### config.mk
export PLATFORM = sky130hd
export DESIGN_NAME = debouncer_multi_flat
export DESIGN_NICKNAME = d
export VERILOG_FILES = /design/src/rtl/debounce_pkg.sv /design/src/rtl/debouncer_multi_if.sv /design/src/rtl/debounce_ch.sv /design/src/rtl/debouncer_multi.sv /design/src/flat_wrapper.sv
export SDC_FILE = /design/constraint.sdc
export NUM_CORES = 1
export LEC_CHECK = 0
export BUFFER_PORTS_ARGS = -buffer_cell sky130_fd_sc_hd__buf_2
export CAP_MARGIN = 20
export CORE_MARGIN = 4
export CORE_UTILIZATION = 53
export DETAILED_ROUTE_END_ITERATION = 8
export GPL_TIMING_DRIVEN = 0
export PLACE_DENSITY_LB_ADDON = 0.3
export SLEW_MARGIN = 20
export SYNTH_ARGS = -nofsm -noshare
export SYNTH_HDL_FRONTEND = slang
export SYNTH_SLANG_ARGS = --single-unit
### constraint.sdc
create_clock -name clk -period 2 [get_ports clk]
set_input_delay 0.3 -clock clk [delete_from_list [all_inputs] [get_ports clk]]
set_output_delay 0.3 -clock clk [all_outputs]
set_load 0.02 [all_outputs]
### src/rtl/debounce_pkg.sv
// Shared defaults and types for the multi-channel debouncer.
// Retune the default counts here when the system clock frequency changes.
package debounce_pkg;

   localparam int unsigned DefaultCntW      = 27;
   localparam int unsigned DefaultStableCnt = 6000000;
   localparam int unsigned DefaultHoldW     = 28;
   localparam int unsigned DefaultHoldCnt   = 100000000;

   typedef struct packed {
      logic state;
      logic rise;
      logic fall;
      logic hold;
   } ch_out_t;

   // True when val is usable as a terminal count held in a w-bit counter.
   function automatic bit cnt_fits(longint unsigned val, int unsigned w);
      return (val >= 64'd1) && (val <= ((64'd1 << w) - 64'd1));
   endfunction

endpackage

### src/rtl/debouncer_multi_if.sv
// Button bus between the pad inputs and the debouncer.
// The master drives the raw levels; the slave returns filtered levels and strobes.
interface debouncer_multi_if #(
   parameter int unsigned NUM_CH = 4
);
   logic [NUM_CH-1:0] pb_in;
   logic [NUM_CH-1:0] pb_state;
   logic [NUM_CH-1:0] pb_rise;
   logic [NUM_CH-1:0] pb_fall;
   logic [NUM_CH-1:0] pb_hold;

   modport master (
      output pb_in,
      input  pb_state,
      input  pb_rise,
      input  pb_fall,
      input  pb_hold
   );

   modport slave (
      input  pb_in,
      output pb_state,
      output pb_rise,
      output pb_fall,
      output pb_hold
   );
endinterface

### src/rtl/debounce_ch.sv
// One debounced channel: two-flop synchroniser, stability filter,
// rise/fall strobes and a once-per-press long-hold strobe.
module debounce_ch
   import debounce_pkg::*;
#(
   parameter int unsigned CNT_W      = DefaultCntW,
   parameter int unsigned STABLE_CNT = DefaultStableCnt,
   parameter int unsigned HOLD_W     = DefaultHoldW,
   parameter int unsigned HOLD_CNT   = DefaultHoldCnt,
   parameter bit          INIT_LEVEL = 1'b0
) (
   input  logic    clk,
   input  logic    rst_n,
   input  logic    pb_i,
   output ch_out_t out_o
);

   if (!cnt_fits(STABLE_CNT, CNT_W)) begin : g_bad_stable
      $error("debounce_ch: STABLE_CNT out of range for CNT_W");
   end
   if (!cnt_fits(HOLD_CNT, HOLD_W)) begin : g_bad_hold
      $error("debounce_ch: HOLD_CNT out of range for HOLD_W");
   end

   localparam logic [CNT_W-1:0]  CntLast  = CNT_W'(STABLE_CNT - 1);
   localparam logic [HOLD_W-1:0] HoldLast = HOLD_W'(HOLD_CNT - 1);
   localparam logic [HOLD_W-1:0] HoldSat  = HOLD_W'(HOLD_CNT);

   logic              sync0_q, sync1_q;
   logic              state_q, state_d;
   logic              rise_q, rise_d;
   logic              fall_q, fall_d;
   logic              hold_q, hold_d;
   logic [CNT_W-1:0]  cnt_q, cnt_d;
   logic [HOLD_W-1:0] hcnt_q, hcnt_d;
   logic              flip;

   always_comb begin
      flip  = 1'b0;
      cnt_d = cnt_q;
      if (sync1_q == state_q) begin
         cnt_d = '0;
      end else if (cnt_q == CntLast) begin
         flip  = 1'b1;
         cnt_d = '0;
      end else begin
         cnt_d = cnt_q + CNT_W'(1);
      end

      state_d = state_q ^ flip;
      rise_d  = flip & ~state_q;
      fall_d  = flip & state_q;

      // Saturating one past the terminal value blocks a repeat until the next press.
      hold_d = 1'b0;
      hcnt_d = hcnt_q;
      if (flip || !state_q) begin
         hcnt_d = '0;
      end else if (hcnt_q == HoldLast) begin
         hold_d = 1'b1;
         hcnt_d = HoldSat;
      end else if (hcnt_q != HoldSat) begin
         hcnt_d = hcnt_q + HOLD_W'(1);
      end
   end

   always_ff @(posedge clk or negedge rst_n) begin
      if (!rst_n) begin
         sync0_q <= INIT_LEVEL;
         sync1_q <= INIT_LEVEL;
         state_q <= INIT_LEVEL;
         rise_q  <= 1'b0;
         fall_q  <= 1'b0;
         hold_q  <= 1'b0;
         cnt_q   <= '0;
         hcnt_q  <= '0;
      end else begin
         sync0_q <= pb_i;
         sync1_q <= sync0_q;
         state_q <= state_d;
         rise_q  <= rise_d;
         fall_q  <= fall_d;
         hold_q  <= hold_d;
         cnt_q   <= cnt_d;
         hcnt_q  <= hcnt_d;
      end
   end

   assign out_o = '{state: state_q, rise: rise_q, fall: fall_q, hold: hold_q};

endmodule

### src/rtl/debouncer_multi.sv
// NUM_CH independent button debouncers sharing only clock and reset.
module debouncer_multi
   import debounce_pkg::*;
#(
   parameter int unsigned NUM_CH     = 4,
   parameter int unsigned CNT_W      = DefaultCntW,
   parameter int unsigned STABLE_CNT = DefaultStableCnt,
   parameter int unsigned HOLD_W     = DefaultHoldW,
   parameter int unsigned HOLD_CNT   = DefaultHoldCnt,
   parameter bit          INIT_LEVEL = 1'b0
) (
   input logic              clk,
   input logic              rst_n,
   debouncer_multi_if.slave pb_if
);

   if (NUM_CH < 1) begin : g_bad_num_ch
      $error("debouncer_multi: NUM_CH must be at least 1");
   end

   logic [NUM_CH-1:0] state_w, rise_w, fall_w, hold_w;

   for (genvar i = 0; i < NUM_CH; i++) begin : g_ch
      ch_out_t ch_out;

      debounce_ch #(
         .CNT_W      (CNT_W),
         .STABLE_CNT (STABLE_CNT),
         .HOLD_W     (HOLD_W),
         .HOLD_CNT   (HOLD_CNT),
         .INIT_LEVEL (INIT_LEVEL)
      ) u_ch (
         .clk   (clk),
         .rst_n (rst_n),
         .pb_i  (pb_if.pb_in[i]),
         .out_o (ch_out)
      );

      assign state_w[i] = ch_out.state;
      assign rise_w[i]  = ch_out.rise;
      assign fall_w[i]  = ch_out.fall;
      assign hold_w[i]  = ch_out.hold;
   end

   assign pb_if.pb_state = state_w;
   assign pb_if.pb_rise  = rise_w;
   assign pb_if.pb_fall  = fall_w;
   assign pb_if.pb_hold  = hold_w;

endmodule

### src/flat_wrapper.sv
// flat-port wrapper written by rule: the top's interface ports become plain ports
module debouncer_multi_flat import debounce_pkg::*;
#(
   parameter int unsigned NUM_CH     = 4,
   parameter int unsigned CNT_W      = DefaultCntW,
   parameter int unsigned STABLE_CNT = DefaultStableCnt,
   parameter int unsigned HOLD_W     = DefaultHoldW,
   parameter int unsigned HOLD_CNT   = DefaultHoldCnt,
   parameter bit          INIT_LEVEL = 1'b0
)
  (clk, rst_n, pb_if_pb_in, pb_if_pb_state, pb_if_pb_rise, pb_if_pb_fall, pb_if_pb_hold);
  debouncer_multi_if #(.NUM_CH(NUM_CH)) pb_if_i ();
  input logic clk;
  input logic rst_n;
  input wire logic [$bits(pb_if_i.pb_in)-1:0] pb_if_pb_in;
  output wire logic [$bits(pb_if_i.pb_state)-1:0] pb_if_pb_state;
  output wire logic [$bits(pb_if_i.pb_rise)-1:0] pb_if_pb_rise;
  output wire logic [$bits(pb_if_i.pb_fall)-1:0] pb_if_pb_fall;
  output wire logic [$bits(pb_if_i.pb_hold)-1:0] pb_if_pb_hold;
  assign pb_if_i.pb_in = pb_if_pb_in;
  assign pb_if_pb_state = pb_if_i.pb_state;
  assign pb_if_pb_rise = pb_if_i.pb_rise;
  assign pb_if_pb_fall = pb_if_i.pb_fall;
  assign pb_if_pb_hold = pb_if_i.pb_hold;
  debouncer_multi #(.NUM_CH(NUM_CH), .CNT_W(CNT_W), .STABLE_CNT(STABLE_CNT), .HOLD_W(HOLD_W), .HOLD_CNT(HOLD_CNT), .INIT_LEVEL(INIT_LEVEL)) u_core (.clk(clk), .rst_n(rst_n), .pb_if(pb_if_i));
endmodule
* Word-level counts from Yosys, hierarchy flattened
Cells that the tools add are included.
Word-level totals: bits in registers 244, output and inout bits 16, word-level logic and storage cells 120, input port bits 6
Operators by class: bitwise operators 16, reduce and logical (&&, ||, !) cells 12, multiplexer cells 36, add/sub/neg operators 8, equality and inequality tests 16
Operators by type and width (count):
- $mux 28 | 12
- $mux 27 | 8
- $add 28x1->28 const B | 4
- $eq 28x27->1 const B | 4
- $ne 28x27->1 const B | 4
- $add 27x1->27 const B | 4
- $eq 27x23->1 const B | 4
- $mux 1 | 16
- $reduce_bool 3->1 | 4
- $and 1x1->1 | 8
- $eq 1x1->1 | 4
- $logic_not 1->1 | 4
- $logic_or 1x1->1 | 4
- $not 1->1 | 4
- $xor 1x1->1 | 4

* Logic depth before layout (Yosys ltp)
word-level depth 5, mapped depth 9, gate-level depth less buffers 7

* Modules after synthesis
From an unflattened synthesis, not the netlist that was laid out.
Unflattened totals: cells, all modules 1232, area, all modules 12091.6 µm²
By module, submodules not included:
- debounce_ch | cells each 308, area each 3022.9 µm², sequential area each 1526.5 µm², instances 4

* Worst setup path after synthesis
Ideal clock, no wire load.
path type register to register, from reg u_core.g_ch[2].u_ch.cnt_q[7], to reg with a tool-made name, data arrival time 2047 ps, stages on the path, launching flop included 6, slack -173 ps, data required time 1875 ps, setup time 125 ps, period minus slack after synthesis 2173 ps, path buffers 1, path through dfrtp_1 -> or4_1 -> or3_4 -> or3_1 -> buf_2 -> mux2_4
RTL lines:
- start, declared | line debounce_ch.sv:34 | logic [CNT_W-1:0] cnt_q, cnt_d;
- start signal, assigned | line debounce_ch.sv:84 | cnt_q <= cnt_d;

* Worst setup path after layout
from reg u_core.g_ch[2].u_ch.cnt_q[26], to reg u_core.g_ch[2].u_ch.hcnt_q[11]
Between the ends: longest elaborated chain between the ends 5, elaborated cells on any way between the ends 6, those cells by class eq/ne: 1; mux: 3; reduce/logical: 2
Ends and longest elaborated chain:
- $eq 27x23->1 (*) | line debounce_ch.sv:43 | end else if (cnt_q == CntLast) begin
- $mux 1 (*) | line debounce_ch.sv:43
- $mux 1 (*) | line debounce_ch.sv:41 | if (sync1_q == state_q) begin
- $logic_or 1x1->1 (*) | line debounce_ch.sv:57 | if (flip || !state_q) begin
- $reduce_bool 3->1 (no line) or $mux 28 (tied branches)
- end signal, assigned | line debounce_ch.sv:85 | hcnt_q <= hcnt_d;
- end, declared | line debounce_ch.sv:35 | logic [HOLD_W-1:0] hcnt_q, hcnt_d;
Mark *: on every way between the ends. The rest lies on a longest branch, timed or not. A chain may end at the register's enable or synchronous reset.

==> run metrics <==
share of the synthesized area in the top cell type=0.503; Fin. Hold Viols=0; setup slack after layout=-291 ps; prevailing post-synth register cell=dfrtp_1; Final Max Tran Viols=0; core area=0.0226 mm^2; largest net degree at the start of global routing=between 100 and 150; Least-Margin Pin Slew=823 ps; clk buf depth=3; die height=159 um; DRT iter0 DRCs=534; Post-synth ARST share=1.00; Finished Layout Cells=1,664; post-synth net total=1,259; Diodes inserted=0; max incr delay on CP=approximately 530 ps; Max Freq=436 MHz; delay-heaviest family, CP=simple AND/OR/NAND/NOR gates; WS Path Type=reg2reg; # port buffers=21; CP Buf/Inv Count=2; Starting Density=0.538; RSZ-0062 raised after global routing=yes; Netlist cell types=between 50 and 60; clk_lat worst skew=approximately 530 ps; P&R area growth vs syn=24.3%; share of cells above drive strength 1=0.239; Cell Rows=55; clock-pin slew on the worst setup and hold paths=60 ps; leak pwr=0.00617 uW; Pwr Density=680 mW/mm^2; top-count cell post-synth=dfrtp_1; CP endpoint kind=flip-flop; final setup fails=105; clk sinks=between 200 and 250; Fill cells=1,714; Total Routing Usage GR=0.198; Final Cycle Share=1.15; via count=9,292; failing checks=setup timing; grt total ovfl=0; # DRC=0; Nets=between 1,000 and 1,500; crit path DAT=2700 ps; grt met3 use=0.0285; Synth Instances=1,241; first-pass GRT wire length=about 44,000 um; routability cong.=0.811; wire length per cell=15.4 um; Mapped Area=0.0121 mm^2; # H-tree levels=1; Clock Skew=11.9 ps; synthesized flop and latch total=between 200 and 250; ranking of synthesized cells by area=dfrtp_1 50%, xor2_1 8.3%, nor2_1 7.5%, xnor2_1 6.4%, nand4_1 3.5%; met2 GRT Util=0.330; status=finished with violations; Register Area=0.00611 mm^2; Via-to-Cell Ratio=5.58; Multi-input gate area=0.00636 mm^2; CP Cell Sequence=or4_4 -> or3_4 -> o41ai_4 -> or2_1 -> buf_6 -> clkbuf_16 -> nor2_1; die area=0.0254 mm^2; post-route ant nets=0; Initial DRT Pass Iterations=4; Startpoint Class=flip-flop; Final Cell Area=0.0151 mm^2; Max VDD drop=0.000477 V; Cell Area, Placed=about 0.013 mm^2; M1 GR Usage=0.279; Root Driver=clkbuf_16; worst endpoint required time=2410 ps; EDFF count, synth=0; largest area contributor in the netlist=dfrtp_1; detailed-placement wirelength estimate=15,300 um; overall die width=approximately 160 um; Max Cap Violations=0; Worst Hold Class=in2async; cts bufs inserted=28; Rel. slew slack=0.447; Ys Warns=0; Seq/Total Area, Yosys=0.503; CP max stage cell=or4_4; initial antenna violation count=0; CTS tree=done; WL final=around 26,000 um; Top Ports=22; final core utilization=0.668; GR peak layer=met2; crit path max fanout=5; Synth top cells by count=244 x dfrtp_1, 242 x nor2_1, 115 x xor2_1; Placed Cells=1,549; vias in the first global route=9,285; fin crit period=2290 ps; Avg Inst Size Synth=about 10 um^2
[sequential cells by signal, summed over array words and instances (netlist names), named ones only]
register                  cells
u_core.g_ch.u_ch.cnt_q      108
u_core.g_ch.u_ch.fall_q       4
u_core.g_ch.u_ch.hcnt_q     112
u_core.g_ch.u_ch.hold_q       4
u_core.g_ch.u_ch.rise_q       4
u_core.g_ch.u_ch.sync0_q      4
u_core.g_ch.u_ch.sync1_q      4
[area by class of cell]
type,count,area share
Buffer,46,0.0250
Clock buffer,44,0.0558
Clock inverter,7,0.00398
Inverter,27,0.00672
Multi-Input combinational cell,915,0.422
Sequential cell,244,0.405
Tap cell,285,0.0236
Timing Repair Buffer,96,0.0584
[layout by cell type (no fill, tap or decap), drive strengths merged, types with 10 or more instances in the layout]
master,count
nand4,67
and3,37
nand3,82
dfrtp,244
clkbuf,61
nor3b,12
or4,10
or3,12
and4,21
xor2,115
xnor2,88
inv,27
buf,120
nor4,41
nand2,69
ha,12
nor2,242
nor3,29
[cells by family (layout without fill, tap and decap cells)]
| kind of cell | Yosys count | after routing | synth area share |
|---|---|---|---|
| AND/OR/NAND/NOR | 667 | 668 | 0.283 |
| flip-flops | 244 | 244 | 0.503 |
| XOR/XNOR | 203 | 203 | 0.147 |
| buffers and inverters | 83 | 220 | 0.0340 |
| AO/OA/AOI/OAI | 24 | 24 | 0.0141 |
| adder cells (fa/ha/maj) | 12 | 12 | 0.0124 |
| multiplexers | 8 | 8 | 0.00732 |
[final timing paths]
check                           slack (ps)  depth (start not counted)                              to                          start
worst max-delay path                  -290                          7  u_core.g_ch[2].u_ch.hcnt_q[11]  u_core.g_ch[2].u_ch.cnt_q[26]
max in group asynchronous              380                          4   u_core.g_ch[3].u_ch.cnt_q[14]                          rst_n
worst min register to register         350                          0     u_core.g_ch[3].u_ch.sync1_q    u_core.g_ch[3].u_ch.sync0_q
worst max register to register        -290                          7  u_core.g_ch[2].u_ch.hcnt_q[11]  u_core.g_ch[2].u_ch.cnt_q[26]
min in group clk                       350                          0     u_core.g_ch[3].u_ch.sync1_q    u_core.g_ch[3].u_ch.sync0_q
worst min-delay path                   290                          2   u_core.g_ch[1].u_ch.cnt_q[15]                          rst_n
[through the flow]
stage | setup TNS [ps] | setup slack (ps) | hold slack (ps) | power, uW
6_report | -16340 | -291 | 289 | 10300
3_5_place_dp | -51700 | -448 | 275 | 5290
4_1_cts | -13920 | -283 | 307 | 10400
3_3_place_gp | -944790 | -3710 | 333 | 5270
2_1_floorplan | -3040 | -125 | 4.41 | 5150
5_1_grt | -24340 | -341 | 355 | 10700
[power by group]
group	switching, uW	internal (uW)
sequential	32.7	4970
combinational	186	119
clock	1960	3000
total	2180	8080
[routing by layer]
metal / wire, um / vias to the layer above / share of wire
met5: 0 / - / 0
met4: 374 / 0 / 0.015
met3: 913 / 34 / 0.036
met2: 12600 / 163 / 0.49
met1: 11800 / 4604 / 0.46
li1: - / 4491 / -
[what timing repair did]
item	in CTS	in global routing
setup buffers	45	21
resized for setup	110	115
cloned	4	4
pin swaps	52	36
hold buffers	5	0
endpoints found under the setup margin	218	210
hold endpoints to repair	68	0
Power figures use the tool's default switching activity.
